<file path="src/rtl/gray_sweep_ctrl.sv">
// gray_sweep_ctrl: walks the 4-bit drive vector of the binary-to-Gray converter
// through all 16 codes, holds each one for SETTLE cycles, then checks the
// converter output against the expected Gray code. It counts mismatches,
// records the first failing code and reports pass/fail with a one-cycle DONE.
// Optional build macro GSC_STEP_EN: adds the STEP input and a HOLD state so
// the sweep advances to the next code only on a STEP request.
module gray_sweep_ctrl #(
  parameter int SETTLE = 2
) (
  input  logic       CLK,
  input  logic       RST,
  input  logic       START,
  input  logic       ABORT,
  input  logic [3:0] G_IN,
  output logic [3:0] VEC_OUT,
  output logic       BUSY,
  output logic       DONE,
  output logic       PASS,
  output logic [4:0] ERR_CNT,
  output logic       FIRST_ERR_VALID,
  output logic [3:0] FIRST_ERR_VEC
`ifdef GSC_STEP_EN
  ,
  input  logic       STEP
`endif
);

  typedef enum logic [2:0] {
    S_IDLE,
    S_SETTLE,
    S_CHECK,
    S_HOLD,
    S_FINISH
  } state_t;

  // Counter value on the last settle cycle; SETTLE is 1..15 so this fits 4 bits.
  localparam logic [3:0] SETTLE_LAST = 4'(SETTLE - 1);

  state_t     state;
  logic [3:0] cnt;
  logic       mismatch;
  logic [4:0] err_nxt;

  // Reflected binary code of the drive vector.
  function automatic logic [3:0] gray_of(input logic [3:0] b);
    return b ^ (b >> 1);
  endfunction

  // Mismatch counter step; holds at 16 so the 5-bit count can never wrap.
  function automatic logic [4:0] err_inc(input logic [4:0] c, input logic hit);
    if (hit && (c != 5'd16)) return c + 5'd1;
    return c;
  endfunction

  assign mismatch = (G_IN != gray_of(VEC_OUT));
  assign err_nxt  = err_inc(ERR_CNT, mismatch);

  // Sweep sequencer: state, drive vector, settle counter and result registers.
  always_ff @(posedge CLK) begin
    if (RST) begin
      state           <= S_IDLE;
      cnt             <= 4'd0;
      VEC_OUT         <= 4'd0;
      BUSY            <= 1'b0;
      DONE            <= 1'b0;
      PASS            <= 1'b0;
      ERR_CNT         <= 5'd0;
      FIRST_ERR_VALID <= 1'b0;
      FIRST_ERR_VEC   <= 4'd0;
    end else if (ABORT && (state != S_IDLE)) begin
      // Cancel: error count and first-error record stay frozen for inspection.
      state   <= S_IDLE;
      cnt     <= 4'd0;
      VEC_OUT <= 4'd0;
      BUSY    <= 1'b0;
      DONE    <= 1'b0;
      PASS    <= 1'b0;
    end else begin
      DONE <= 1'b0;
      unique case (state)
        S_IDLE: begin
          if (START && !ABORT) begin
            state           <= S_SETTLE;
            cnt             <= 4'd0;
            VEC_OUT         <= 4'd0;
            BUSY            <= 1'b1;
            PASS            <= 1'b0;
            ERR_CNT         <= 5'd0;
            FIRST_ERR_VALID <= 1'b0;
            FIRST_ERR_VEC   <= 4'd0;
          end
        end

        S_SETTLE: begin
          cnt <= cnt + 4'd1;
          if (cnt == SETTLE_LAST) state <= S_CHECK;
        end

        S_CHECK: begin
          ERR_CNT <= err_nxt;
          if (mismatch && !FIRST_ERR_VALID) begin
            FIRST_ERR_VALID <= 1'b1;
            FIRST_ERR_VEC   <= VEC_OUT;
          end
          if (VEC_OUT == 4'd15) begin
            // Last code: the final check's result is folded into PASS.
            state <= S_FINISH;
            DONE  <= 1'b1;
            PASS  <= (err_nxt == 5'd0);
          end else begin
`ifdef GSC_STEP_EN
            state <= S_HOLD;
`else
            VEC_OUT <= VEC_OUT + 4'd1;
            cnt     <= 4'd0;
            state   <= S_SETTLE;
`endif
          end
        end

`ifdef GSC_STEP_EN
        S_HOLD: begin
          if (STEP) begin
            VEC_OUT <= VEC_OUT + 4'd1;
            cnt     <= 4'd0;
            state   <= S_SETTLE;
          end
        end
`endif

        S_FINISH: begin
          state <= S_IDLE;
          BUSY  <= 1'b0;
        end

        default: begin
          state <= S_IDLE;
          BUSY  <= 1'b0;
        end
      endcase
    end
  end

endmodule
</file>
<file path="config.mk">
export PLATFORM = sky130hd
export DESIGN_NAME = gray_sweep_ctrl
export DESIGN_NICKNAME = d
export VERILOG_FILES = /design/src/rtl/gray_sweep_ctrl.sv
export SDC_FILE = /design/constraint.sdc
export NUM_CORES = 1
export LEC_CHECK = 0
export BUFFER_PORTS_ARGS = -buffer_cell sky130_fd_sc_hd__buf_4
export CAP_MARGIN = 10
export CORE_ASPECT_RATIO = 0.8
export CORE_UTILIZATION = 48
export CTS_CLUSTER_SIZE = 28
export DETAILED_ROUTE_END_ITERATION = 6
export GPL_TIMING_DRIVEN = 0
export PLACE_DENSITY = 0.77
export SLEW_MARGIN = 10
export SYNTH_ARGS = -nofsm -noshare
export SYNTH_HDL_FRONTEND = slang
export SYNTH_SLANG_ARGS = --single-unit
export TNS_END_PERCENT = 100
</file>
<file path="constraint.sdc">
create_clock -name CLK -period 1.7 [get_ports CLK]
set_input_delay 0.34 -clock CLK [delete_from_list [all_inputs] [get_ports CLK]]
set_output_delay 0.34 -clock CLK [all_outputs]
set_load 0.005 [all_outputs]
</file>
==> results.cfg, run 1 <==
[yosys]
syn_avg_cell_area_um2 = 8.590
synth_top_area_share_pct = 37.54
synth-seq-cells = 24
synth_edf_count = 0
syn_inst = 149
synth_warnings = 0
synth_area_um2 = 1280
async_reset_ff_share_pct = 0
synth_commonest_cells = dfxtp_1 (24), nor2_1 (20), nand2_1 (15)
ys_seq_area_share_pct = 37.54
yosysMostFrequentCell = dfxtp_1
syn_nets = 164
synthFlopType = dfxtp_1
yosysTopAreaCell = dfxtp_1
synth_cell_types = 38
ys_top_cells_by_area = dfxtp_1 (38%), ha_1 (6.8%), nor2_1 (5.9%)

[detailed_routing]
wire_per_inst_um = 15.35
vias = 1255
wl_um = 3407
dr.pass1.iters = 4
vias_per_cell = 5.653
drt.antenna.violating_nets = 0
drc_errors = 0
drtIter0Drc = 51

[die]
core_area_um2 = 2482
die_w_um = 59.74
ioPinCount = 25
dieArea_um2 = 2878
row_count = 16
die_h_um = 48.19
initial_core_util_pct = 51.56

[sta]
hold_viol_final = 0
rsz0062_at_grt = yes
max_freq_ghz = 0.5741
layout_setup_ws_ns = -0.04192
drv_slew = 0
skew_ns = 0.005177
fin_crit_sh_pct = 102.5
period_minus_slack_ns = 1.742
slew_headroom_pct = 64.87
finalSetupTns_ns = -0.06386
setup_viol = 3
tightest_slew_ns = 0.5230

[setup_path]
endpoint = PASS
path_class = flip-flop to flip-flop
worst_setup_path_start_kind = flip-flop
reg2reg_depth = 6
required_ns = 1.97
cp-end-kind = flip-flop
rrSetupSlack_ns = -0.04
cp-startpoint = VEC_OUT[1]
arrival_ns = 2.02
r2r-start = VEC_OUT[1]
r2r_end = PASS
path_max_fanout = 5

[placed_design]
io_buffers = 24
dp.cells = 209
dp_hpwl_um = 2309
gp_congestion = 0.8636

[clocking]
clk_pin_slew_ns = 0.13
root_buffer = clkbuf_4
tritoncts = built
cts_buffer_depth = 2
cts-buffers-inserted = 3
cts.sinks = 24
htreeDepth = 1
insertion_delay_ns = 0.32
ctsHoldBuffers = 0

[power_and_ir_drop]
pwr_density_cell_nw_per_um2 = 575.8
p_leak_nw = 0.6634
ir_drop_uv = 392.5

[grt]
grt_max_degree = 14
grt_usage_pct = 23.73
grt-ovfl-total = 0
grt_pass1_vias = 1014
grt_pass1_wl_um = 4836
grt_antenna_before_repair = 0

[finish]
area_growth_pct = 39.79
drive_above_1_share_pct = 35.48
antenna_cells = 0
fin_nets = 202
multi_input_area_um2 = 917.1
instances_no_fill = 222
fillCellCount = 200
register_area_um2 = 503.0

[status]
violations = negative setup slack
status = finished, violations left

[min_path]
min_path_type = input pin to flip-flop

[job]
maxCapViolations = 0
[repair_timing]
action / 4_1_cts / 5_1_grt
pin swaps: 10 / 0
setup endpoints to repair: 10 / 12
gates resized for setup: 16 / 6
hold endpoints to repair: 0 / 0
setup buffers: 6 / 3
[where the power goes]
group / internal [mW] / leakage, nW / switching, mW
clock: 0.131 / 0.0210 / 0.171
combinational: 0.0671 / 0.444 / 0.0866
sequential: 0.563 / 0.199 / 0.0117
[final cells by class]
cell class / instances / share of cell area (%)
plain buffers: 3 / 0.7692
clock buffers: 4 / 2.028
inverters: 7 / 1.469
multi-input cells: 115 / 51.26
flip-flops and latches: 24 / 28.11
well taps: 36 / 2.517
repair buffers: 33 / 13.85
[through the flow]
step / power, mW / setup WS (ns) / utilization (%) / area (um^2) / hold slack [ns]
finish: 1.030 / -0.04192 / 72.08 / 1789 / 0.3880
global route: 1.074 / -0.1325 / 72.08 / 1789 / 0.3879
CTS: 1.025 / -0.01245 / 69.66 / 1729 / 0.3597
detailed placement: 0.7167 / -0.2667 / 62.95 / 1563 / 0.4482
global placement: 0.7126 / -0.2022 / 62.95 / 1563 / 0.4439
floorplan: 0.6737 / 0.002999 / - / 1338 / 0.4483
[flip-flops by register name (all words and copies together), names as in the netlist, 3 cells and up]
register,flops
cnt,4
VEC_OUT,4
FIRST_ERR_VEC,4
state,3
ERR_CNT,5
[placed cells by master (no fill, tap or decap), types with 2 or more instances in the layout]
cell type / Yosys / routed
ha_4: 0 / 3
xor2_1: 3 / 3
nand4_1: 8 / 8
o21ai_1: 5 / 2
a31oi_1: 2 / 2
nor2_1: 20 / 20
buf_4: 0 / 33
a21oi_1: 12 / 12
clkbuf_4: 0 / 3
xnor2_4: 0 / 4
dfxtp_4: 0 / 6
ha_1: 7 / 3
a41oi_1: 2 / 2
nor3_1: 4 / 3
mux2i_1: 2 / 2
nand2_1: 15 / 15
nand3_1: 4 / 4
inv_1: 6 / 6
or3_1: 3 / 3
nand2b_1: 4 / 4
o21ai_2: 0 / 2
xnor2_1: 5 / 2
buf_2: 2 / 2
a41oi_2: 2 / 2
dfxtp_1: 24 / 18
[worst min-delay path by stage]
stage                     slack (ns)        startpoint               end  cells after the start
final                           0.39             ABORT        ERR_CNT[4]                      4
after global routing            0.39             ABORT        ERR_CNT[4]                      4
after CTS                       0.36             ABORT        ERR_CNT[4]                      4
after detailed placement        0.45  FIRST_ERR_VEC[1]  FIRST_ERR_VEC[1]                      2
after global placement          0.44  FIRST_ERR_VEC[3]  FIRST_ERR_VEC[3]                      2
after floorplan                 0.45  FIRST_ERR_VEC[0]  FIRST_ERR_VEC[0]                      2
[critical path: stages, from the launching register on]
cell and delay, ns:
dfxtp_4 0.39, ha_4 0.26, xnor2_4 0.23, a41oi_2 0.17, mux2i_1 0.16, nor4b_2 0.29, a31o_1 0.18
[metal layers]
layer  vias up  global-route usage [%]  routed length (um)  part of all wire, %
li1        612                       -                   -                    -
met1       596                   32.14                1620                   48
met2        40                   39.33                1524                   45
met3         7                   6.101                 222                  6.5
met4         0                   4.186                  40                  1.2
met5         -                       0                   0                    0
[kinds of logic (layout without fill, tap and decap cells)]
| family | count (synthesis) | after routing | synth area share [%] |
|---|---|---|---|
| xor gates and xnor gates | 9 | 9 | 6.745 |
| buffers and inverters | 10 | 47 | 3.127 |
| adders and majority gates | 7 | 7 | 6.842 |
| muxes | 2 | 2 | 1.564 |
| DFF | 24 | 24 | 37.54 |
| and+or+nand+nor | 65 | 65 | 27.27 |
| AOI/OAI and AO/OA | 32 | 32 | 16.91 |
No activity file was read; power rests on OpenSTA's default activity.
==> run 2: changes to the inputs <==
--- a/config.mk
+++ b/config.mk
@@ -5,6 +5,8 @@
 export SDC_FILE = /design/constraint.sdc
 export NUM_CORES = 1
 export LEC_CHECK = 0
+export ABC_AREA = 1
+export ABC_CLOCK_PERIOD_IN_PS = 1700
 export BUFFER_PORTS_ARGS = -buffer_cell sky130_fd_sc_hd__buf_4
 export CAP_MARGIN = 10
 export CORE_ASPECT_RATIO = 0.8
==> run 2 against run 1 <==
Net effect:
- the run now ends clean
- utilization is 3.7 points lower
- count of clock-buffer cells in the layout is 1 lower
- combinational power grew to 2.5 times the previous value
- worst setup slack better by 0.11 ns
- critical path depth is 5 higher
- sequential cell count stayed put
- worst hold slack worse by 0.014 ns
- clock power is 40% higher
- register-to-register slack better by 0.11 ns
- largest power group unchanged
- highest routed layer unchanged
==> results.cfg, run 2 <==
[detailed_routing]
drt.antenna.violating_nets = 0
dr.pass1.iters = 4
vias = 1294
vias_per_cell = 5.135
wire_per_inst_um = 12.31
wl_um = 3101
drc_errors = 0
drtIter0Drc = 119

[finish]
post-route-cell-area_um2 = 1712
fin_nets = 232
largest_reg_flops = 5
finish.utilization_pct = 68.40
top_register = ERR_CNT
final_common_cell = nand2_1
fillCellCount = 217
drive_above_1_share_pct = 31.94
antenna_cells = 0
area_growth_pct = 32.17
mostFrequentLayoutCells = nand2_1 (40), buf_4 (26), inv_1 (24)

[yosys]
synth_cell_types = 23
yosysMostFrequentCell = nand2_1
synth_commonest_cells = nand2_1 (48), inv_1 (25), dfxtp_1 (24)
syn_nets = 201
synth_edf_count = 0
syn_avg_cell_area_um2 = 6.962
synth-seq-cells = 24
synth_top_area_share_pct = 37.10
ys_top_cells_by_area = dfxtp_1 (37%), nand2_1 (14%), a21oi_1 (7.7%)
synthFlopType = dfxtp_1
syn_inst = 186
ys_seq_area_share_pct = 37.10
synth_area_um2 = 1295
synth_warnings = 0
yosysTopAreaCell = dfxtp_1
async_reset_ff_share_pct = 0

[setup_path]
arrival_ns = 1.90
cpMostUsedCell = nand2_1
crit_path_top_delay_cell = dfxtp_4
cpPeakStageDelay_ns = 0.41
path_class = flip-flop to flip-flop
cp-end-kind = flip-flop
reg2reg_depth = 11
required_ns = 1.97
worst_setup_path_start_kind = flip-flop
path_max_fanout = 7
worstPathCellList = ha_4 > inv_1 > nand2_1 > nand2_1 > nor2_4 > nand2_4 > nand2_4 > nand2_2 > o21ai_2 > nand2_1 > a21oi_2

[job]
maxCapViolations = 0

[clocking]
htreeDepth = 1
root_buffer = clkbuf_4
ctsHoldBuffers = 0
cts_buffer_depth = 2
cts-buffers-inserted = 3
clk_pin_slew_ns = 0.14
insertion_delay_ns = 0.33
cts.sinks = 24
tritoncts = built

[die]
dieArea_um2 = 2911
core_area_um2 = 2502
row_count = 16
die_h_um = 48.46
initial_core_util_pct = 51.75
ioPinCount = 25
die_w_um = 60.07

[grt]
grt_pass1_vias = 1142
grt-ovfl-total = 0
grt_max_degree = 15
grt_pass1_wl_um = 4899
grt_antenna_before_repair = 0
grt_usage_pct = 21.76

[power_and_ir_drop]
p_leak_nw = 0.7564
power_mw = 1.435
pwr_density_cell_nw_per_um2 = 838.6
ir_drop_uv = 702.4

[min_path]
min_path_cells = 4
min_path_type = input pin to flip-flop

[placed_design]
io_buffers = 24
gp_congestion = 0.8840
dp_hpwl_um = 2128
placed_area_um2 = 1520

[sta]
tightest_slew_ns = 0.6874
drv_slew = 0
fin_crit_sh_pct = 96.01
setup_viol = 0
max_freq_ghz = 0.6127
period_minus_slack_ns = 1.632
slew_headroom_pct = 53.82
hold_viol_final = 0
skew_ns = 0.004424
rsz0062_at_grt = yes

[status]
status = complete, no violations
==> run 2: changes by cell type after synthesis, moves of 3 or more <==
cell / delta
nand2_2: +5
nand2b_1: -4
nor2_1: -9
nand3_2: +3
xor2_1: -3
or3_1: -3
nand2_1: +33
inv_1: +19
nand3_1: +12
a21oi_1: +8
xnor2_1: -3
o21ai_1: -4
==> run 2: logic make-up after synthesis <==
group | after synthesis | share of synthesized area [%]
fa+ha+maj | 7 | 6.763
buf+inv | 29 | 8.405
xor+xnor | 2 | 1.353
compound gates | 28 | 11.59
simple gates | 96 | 34.78
flops | 24 | 37.10
==> run 2: layer usage <==
layer / wire length, um / GRT usage (%) / part of all wire, %
met1: 1408 / 28.47 / 45
met3: 122 / 6.417 / 3.9
met5: 0 / 0 / 0
met4: 27 / 4.264 / 0.87
met2: 1543 / 35.37 / 50
==> run 2: critical path: cells and delay by family, from the launching register on <==
kind,cells,cell delay [ns]
and+or+nand+nor,7,0.63
DFF,1,0.41
adders and majority gates,1,0.27
AOI/OAI and AO/OA,2,0.23
buffers and inverters,1,0.03
==> run 2: final timing paths <==
check	startpoint	endpoint	slack, ns
setup / recovery	VEC_OUT[1]	ERR_CNT[2]	0.07
hold / removal	RST	VEC_OUT[1]	0.37
setup reg to reg	VEC_OUT[1]	ERR_CNT[2]	0.07
hold reg to reg	FIRST_ERR_VEC[1]	FIRST_ERR_VEC[1]	0.48
==> run 2: cell type report <==
cell class                      count  area, um^2  share of cell area (%)
Buffer                              1       3.754                  0.2193
Clock buffer                        3       22.52                   1.316
Clock inverter                      1       30.03                   1.754
Inverter                           28       105.1                   6.140
Multi-Input combinational cell    133       817.0                   47.73
Sequential cell                    24       493.0                   28.80
Tap cell                           36       45.04                   2.632
Timing Repair Buffer               26       195.2                   11.40
==> run 2: report_power, final <==
| group | internal [mW] | switching, mW | total, mW |
|---|---|---|---|
| clock network | 0.239 | 0.184 | 0.422 |
| registers | 0.592 | 0.0321 | 0.624 |
| logic | 0.133 | 0.256 | 0.389 |
| total | 0.963 | 0.472 | 1.44 |
==> run 2: what timing repair did <==
action                     in CTS  in global routing
pin swaps                       1                  9
gates resized for setup         6                 27
setup endpoints to repair       8                 11
hold endpoints to repair        0                  0
setup buffers                   0                  2
==> run 2: stage by stage <==
| stage | std cells | setup slack, ns | TNS [ns] | hold WS (ns) |
|---|---|---|---|---|
| after floorplan | 186 | 0.1628 | 0 | 0.4603 |
| after detailed placement | 246 | -0.04844 | -0.1681 | 0.4574 |
| final | 252 | 0.06784 | 0 | 0.3740 |
| after global placement | 246 | -0.02577 | -0.02577 | 0.4522 |
| after CTS | 250 | 0.002446 | 0 | 0.3637 |
| after global routing | 252 | -0.01976 | -0.02193 | 0.3662 |
